## src/rtl/stereo_win_pkg.sv

```systemverilog
// Shared widths, window payload types and skid-buffer states for the stereo window reader.
package stereo_win_pkg;

  localparam int unsigned IMG_W_DEF = 640;
  localparam int unsigned IMG_H_DEF = 480;
  localparam int unsigned WIN_DEF   = 5;
  localparam int unsigned PIX_W_DEF = 8;

  localparam int unsigned X_W      = 10;
  localparam int unsigned Y_W      = 9;
  localparam int unsigned ROW_BITS = WIN_DEF * PIX_W_DEF;
  localparam int unsigned WIN_BITS = WIN_DEF * ROW_BITS;

  typedef logic [WIN_BITS-1:0] win_t;

  typedef struct packed {
    win_t           l;
    win_t           r;
    logic [X_W-1:0] x;
    logic [Y_W-1:0] y;
  } win_tag_t;

  typedef enum logic [1:0] {
    EMPTY = 2'd0,
    ONE   = 2'd1,
    TWO   = 2'd2
  } skid_state_t;

endpackage

```

## src/rtl/win_skid_buf.sv

```systemverilog
// Two-entry skid buffer for tagged windows; upstream never stalls, so a push into a full
// buffer without a pop is dropped and latched as overflow.
module win_skid_buf
  import stereo_win_pkg::*;
(
  input  logic     clk,
  input  logic     rst,
  input  logic     flush,
  input  logic     push,
  input  win_tag_t din,
  input  logic     ready,
  output logic     valid,
  output win_tag_t dout,
  output logic     overflow,
  output logic [1:0] fill
);

  skid_state_t state, state_d;
  win_tag_t    head, tail;
  logic        pop;
  logic        ld_head, head_from_tail, ld_tail, ovf_set;

  always_ff @(posedge clk) begin
    if (rst) state <= EMPTY;
    else     state <= state_d;
  end

  // Next state and entry load controls; flush overrides everything.
  always_comb begin
    state_d        = state;
    ld_head        = 1'b0;
    head_from_tail = 1'b0;
    ld_tail        = 1'b0;
    ovf_set        = 1'b0;
    pop            = (state != EMPTY) && ready;
    case (state)
      EMPTY: begin
        if (push) begin
          state_d = ONE;
          ld_head = 1'b1;
        end
      end
      ONE: begin
        if (push && pop) begin
          ld_head = 1'b1;
        end else if (push) begin
          state_d = TWO;
          ld_tail = 1'b1;
        end else if (pop) begin
          state_d = EMPTY;
        end
      end
      TWO: begin
        if (push && pop) begin
          ld_head        = 1'b1;
          head_from_tail = 1'b1;
          ld_tail        = 1'b1;
        end else if (pop) begin
          state_d        = ONE;
          ld_head        = 1'b1;
          head_from_tail = 1'b1;
        end else if (push) begin
          ovf_set = 1'b1;
        end
      end
      default: state_d = EMPTY;
    endcase
    if (flush) begin
      state_d = EMPTY;
      ld_head = 1'b0;
      ld_tail = 1'b0;
      ovf_set = 1'b0;
    end
  end

  always_ff @(posedge clk) begin
    if (rst) begin
      head <= '0;
      tail <= '0;
    end else begin
      if (ld_head) head <= head_from_tail ? tail : din;
      if (ld_tail) tail <= din;
    end
  end

  always_ff @(posedge clk) begin
    if (rst || flush) overflow <= 1'b0;
    else if (ovf_set) overflow <= 1'b1;
  end

  assign valid = (state != EMPTY);
  assign fill  = state;
  assign dout  = head;

endmodule

```

## src/rtl/line_window_reader.sv

```systemverilog
// Consumer side of the stereo line-buffer window interface: realigns the pixel strobe,
// tracks image position, and forwards border-valid tagged windows through a skid buffer.
module line_window_reader
  import stereo_win_pkg::*;
#(
  parameter int unsigned IMG_W   = IMG_W_DEF,
  parameter int unsigned IMG_H   = IMG_H_DEF,
  parameter int unsigned WIN     = WIN_DEF,
  parameter int unsigned PIX_W   = PIX_W_DEF,
  parameter int unsigned RAM_LAT = 1
) (
  input  logic                     clk,
  input  logic                     rst,
  input  logic                     i_clken,
  input  logic                     i_frame_start,
  input  logic [WIN*PIX_W-1:0]     i_vec_l_1,
  input  logic [WIN*PIX_W-1:0]     i_vec_l_2,
  input  logic [WIN*PIX_W-1:0]     i_vec_l_3,
  input  logic [WIN*PIX_W-1:0]     i_vec_l_4,
  input  logic [WIN*PIX_W-1:0]     i_vec_l_5,
  input  logic [WIN*PIX_W-1:0]     i_vec_r_1,
  input  logic [WIN*PIX_W-1:0]     i_vec_r_2,
  input  logic [WIN*PIX_W-1:0]     i_vec_r_3,
  input  logic [WIN*PIX_W-1:0]     i_vec_r_4,
  input  logic [WIN*PIX_W-1:0]     i_vec_r_5,
  output logic                     o_win_valid,
  input  logic                     i_win_ready,
  output logic [WIN*WIN*PIX_W-1:0] o_win_l,
  output logic [WIN*WIN*PIX_W-1:0] o_win_r,
  output logic [X_W-1:0]           o_x,
  output logic [Y_W-1:0]           o_y,
  output logic                     o_line_done,
  output logic                     o_frame_done,
  output logic                     o_overflow,
  output logic [1:0]               o_fill
);

  localparam int unsigned HALF = (WIN - 1) / 2;

  if (IMG_W > 1024 || IMG_H > 512) begin : g_bad_img_size
    $error("line_window_reader: IMG_W must be <= 1024 and IMG_H <= 512");
  end
  if (WIN != WIN_DEF || PIX_W != PIX_W_DEF) begin : g_bad_win_shape
    $error("line_window_reader: WIN/PIX_W must match stereo_win_pkg");
  end
  if (RAM_LAT < 1 || IMG_W < WIN || IMG_H < WIN) begin : g_bad_cfg
    $error("line_window_reader: RAM_LAT >= 1 and image at least one window");
  end

  logic [RAM_LAT-1:0] dly;
  logic               samp, push, last_col, last_row;
  logic [X_W-1:0]     col;
  logic [Y_W-1:0]     row;
  win_tag_t           din, head;

  // Strobe delay line matching the line-buffer read latency.
  always_ff @(posedge clk) begin
    if (rst || i_frame_start) dly <= '0;
    else                      dly <= RAM_LAT'({dly, i_clken});
  end

  assign samp     = dly[RAM_LAT-1];
  assign last_col = (col == X_W'(IMG_W - 1));
  assign last_row = (row == Y_W'(IMG_H - 1));
  assign push     = samp && (col >= X_W'(WIN - 1)) && (row >= Y_W'(WIN - 1));

  always_ff @(posedge clk) begin
    if (rst || i_frame_start) begin
      col <= '0;
      row <= '0;
    end else if (samp) begin
      if (last_col) begin
        col <= '0;
        row <= last_row ? '0 : row + Y_W'(1);
      end else begin
        col <= col + X_W'(1);
      end
    end
  end

  always_ff @(posedge clk) begin
    if (rst || i_frame_start) begin
      o_line_done  <= 1'b0;
      o_frame_done <= 1'b0;
    end else begin
      o_line_done  <= samp && last_col;
      o_frame_done <= samp && last_col && last_row;
    end
  end

  // Tag uses the pre-increment position; centre is HALF behind the newest sample.
  always_comb begin
    din   = '0;
    din.l = {i_vec_l_5, i_vec_l_4, i_vec_l_3, i_vec_l_2, i_vec_l_1};
    din.r = {i_vec_r_5, i_vec_r_4, i_vec_r_3, i_vec_r_2, i_vec_r_1};
    din.x = col - X_W'(HALF);
    din.y = row - Y_W'(HALF);
  end

  win_skid_buf u_skid (
    .clk      (clk),
    .rst      (rst),
    .flush    (i_frame_start),
    .push     (push),
    .din      (din),
    .ready    (i_win_ready),
    .valid    (o_win_valid),
    .dout     (head),
    .overflow (o_overflow),
    .fill     (o_fill)
  );

  assign o_win_l = head.l;
  assign o_win_r = head.r;
  assign o_x     = head.x;
  assign o_y     = head.y;

endmodule
```

## config.mk

```make
export PLATFORM = sky130hd
export DESIGN_NAME = line_window_reader
export DESIGN_NICKNAME = d
export VERILOG_FILES = /design/src/rtl/stereo_win_pkg.sv /design/src/rtl/win_skid_buf.sv /design/src/rtl/line_window_reader.sv
export SDC_FILE = /design/constraint.sdc
export NUM_CORES = 2
export LEC_CHECK = 0
export BUFFER_PORTS_ARGS = -buffer_cell sky130_fd_sc_hd__buf_2
export CORE_AREA = 4 4 319 321
export CTS_BUF_LIST = sky130_fd_sc_hd__clkbuf_4 sky130_fd_sc_hd__clkbuf_8 sky130_fd_sc_hd__clkbuf_16
export CTS_CLUSTER_DIAMETER = 80
export CTS_CLUSTER_SIZE = 30
export DETAILED_ROUTE_END_ITERATION = 10
export DIE_AREA = 0 0 323 325
export MAX_ROUTING_LAYER = met4
export PLACE_DENSITY = 0.66
export SYNTH_ARGS = -nofsm -noshare
export SYNTH_HDL_FRONTEND = slang
export SYNTH_SLANG_ARGS = --single-unit
```

## constraint.sdc

```tcl
create_clock -name clk -period 2.5 [get_ports clk]
set_input_delay 0.75 -clock clk [delete_from_list [all_inputs] [get_ports clk]]
set_output_delay 0.75 -clock clk [all_outputs]
set_load 0.01 [all_outputs]
```

==> qor.csv <==
metric,value,unit
Starting Density,36.20,%
clk sinks,863,
Layout Area Growth over Synthesis,24.99,%
HP Class,input pin to register,
placed cells,6242,
Seq cells post-synth,863,
total of max-cap violations,0,
Post-Synth XOR/XNOR Area,0.5849,%
Max Freq,400.9,MHz
initial antenna violation count,29,
"CTS clk-pin slew, worst paths",0.12,ns
# rows,116,
CP Class,register to register,
multiplexer share of the synthesized area,0.1671,%
CTS buffer count,45,
Max VDD drop,524.0,uV
PD cells,540.0,nW/um^2
Synth Instances,4319,
final design utilization,45.24,%
total gr overflow,0,
layout cell share with drive strength beyond 1,30.18,%
clock insertion delay at the later pin of the skew report,0.65,ns
Fin Hold WS,0.3188,ns
"most common cell after layout, fill and taps aside",nand2_1,
DP Area,42110,sq um
vias after detailed routing,32910,
endpoints failing setup,0,
Worst Path Required,3.08,ns
"Max FO, Critical Path",8,
CTS tree,built,
CTS H-tree lvls,2,
# IOs,830,
startpoint types,register,
ys async rst share,0,%
Fin. Hold Viols,0,
WP data arrival,3.07,ns
Simple-Gate Fraction of Synth Area,22.90,%
Port Buffers,829,
first-pass GRT wire length,172700,microns
Final Instance Area,44920,sq um
Mean Syn Cell Area,8.320,sq um
total track usage,20.91,%
crit path time final,2.494,ns
router iterations before antenna repair,5,
final worst-path cycle share,99.78,%
Pwr Total,24.25,mW
LEAKAGE,17.02,nW
prevailing post-synth register cell,dfxtp_1,
post-synthesis compound-gate area fraction,22.43,%
outcome,"complete, no violations",
area of the core,99280,sq um
Post-synth EDFFs,0,
"Slew Viols, Final",0,
Worst setup EP type,register,
Die W,323,microns
CTS Buffer Depth,3,
DP HPWL,79520,microns
Adder-Cell Fraction of Synth Area,0.4178,%
RD Place Congestion,0.8689,
synth unique cells,49,
clock skew,0.04094,ns
Iteration-0 DRC Markers,2541,
fin nets,5449,
vias per std cell,5.147,
Routed Antenna Nets,0,
largest family of logic cells by synthesized area,simple AND/OR/NAND/NOR gates,
RSZ-0062 raised after global routing,yes,
drt drc,0,
slew margin rel.,60.00,%
die area,105000,sq um
Die Span Y,325,microns
CTS root buffer,clkbuf_16,
sequential area share after synthesis,48.08,%
Synth Cell Area,35940,sq um
most frequent cells in the layout,"nand2_1, dfxtp_1, buf_2",
Worst-Margin Slew,0.6000,ns
largest net degree at the start of global routing,112,
DR WL/cell,18.32,microns
Routed WL,117100,microns
Synth warnings,0,
Non-Filler Instances,6395,
hold buffers post-CTS,0,
Post-Syn Nets,4736,
number of global-route vias before repair,29760,
==> area by class of cell <==
class,instances,area [sq um]
Inverter,9,38.79
Timing Repair Buffer,1047,7217
Clock buffer,51,1219
Antenna cell,30,75.07
Multi-Input combinational cell,3066,16980
Tap cell,1298,1624
Fill cell,9711,54360
Sequential cell,863,17290
Clock inverter,31,479.2
==> worst paths after layout <==
check | from | to | slack (ns) | cells past startpoint
worst max-delay path | row[5]$_SDFFE_PP0P_ | u_skid.dout[237]$_SDFFE_PP0P_ | 0.006 | 10
worst min-delay path | i_vec_r_4[4] | u_skid.tail[143]$_SDFFE_PP0P_ | 0.32 | 3
worst max register to register | row[5]$_SDFFE_PP0P_ | u_skid.dout[237]$_SDFFE_PP0P_ | 0.006 | 10
worst min register to register | u_skid.dout[8]$_SDFFE_PP0P_ | u_skid.dout[8]$_SDFFE_PP0P_ | 0.46 | 2
==> timing repair <==
item,in CTS,in global routing
gates resized for setup,17,89
gates cloned,1,15
buffers inserted,1,24
endpoints found under the setup margin,91,416
pin swaps,1,14
==> power breakdown <==
part	leakage, nW	switching (mW)	total (mW)	internal, mW
combinational	9.25	0.661	1.05	0.391
sequential	6.95	0.00150	13.7	13.7
clock	0.821	5.31	9.46	4.15
==> sequential cells by signal (all words and copies together), names as in the netlist <==
signal / count
col: 10
u_skid.overflow: 1
u_skid.tail: 419
dly: 1
u_skid.fill: 2
o_line_done: 1
row: 9
u_skid.dout: 419
o_frame_done: 1
==> Yosys cell counts, types with 6 or more instances <==
cell,n,share of area [%]
a211o_1,7,0.17
a211oi_1,7,0.15
a211oi_2,10,0.35
a21oi_1,424,5.9
a311oi_1,84,2.0
a311oi_2,318,13
buf_2,94,1.3
buf_6,48,1.5
clkbuf_1,233,2.4
dfxtp_1,863,48
ha_1,12,0.42
inv_1,9,0.094
mux2i_1,6,0.17
nand2_1,1645,17
nor2_1,455,4.8
nor3_1,8,0.11
o211ai_1,8,0.17
xnor2_1,15,0.37
xor2_1,9,0.22
==> critical path: stages, from the launching register on <==
cell and delay, ns:
dfxtp_2 0.33, or4_4 0.56, o41ai_4 0.33, buf_4 0.18, o31ai_4 0.05, buf_6 0.14
buf_16 0.15, buf_16 0.15, buf_6 0.13, clkbuf_16 0.15, a311oi_2 0.25
==> cells by family after synthesis <==
logic type / after synthesis
AND/OR/NAND/NOR: 2151
buffers and inverters: 390
multiplexers: 6
adder cells (fa/ha/maj): 12
XOR/XNOR: 24
AO/OA/AOI/OAI: 873
flip-flops: 863
==> layer usage <==
| metal | GRT usage (%) | vias up | part of all wire, % |
|---|---|---|---|
| li1 | - | 15980 | - |
| met3 | 4.312 | 200 | 6.3 |
| met1 | 25.39 | 15740 | 41 |
| met2 | 34.57 | 1002 | 49 |
| met5 | - | - | 0 |
| met4 | 7.115 | 0 | 3.6 |
==> per-stage QoR <==
stage	setup TNS, ns	setup slack (ns)
finish	0	0.005514
global route	-2.123	-0.08299
CTS	0	0.006252
detailed placement	-36.12	-0.1628
global placement	-23.96	-0.1130
floorplan	0	0.01998
(Power assumes the default switching activity.)
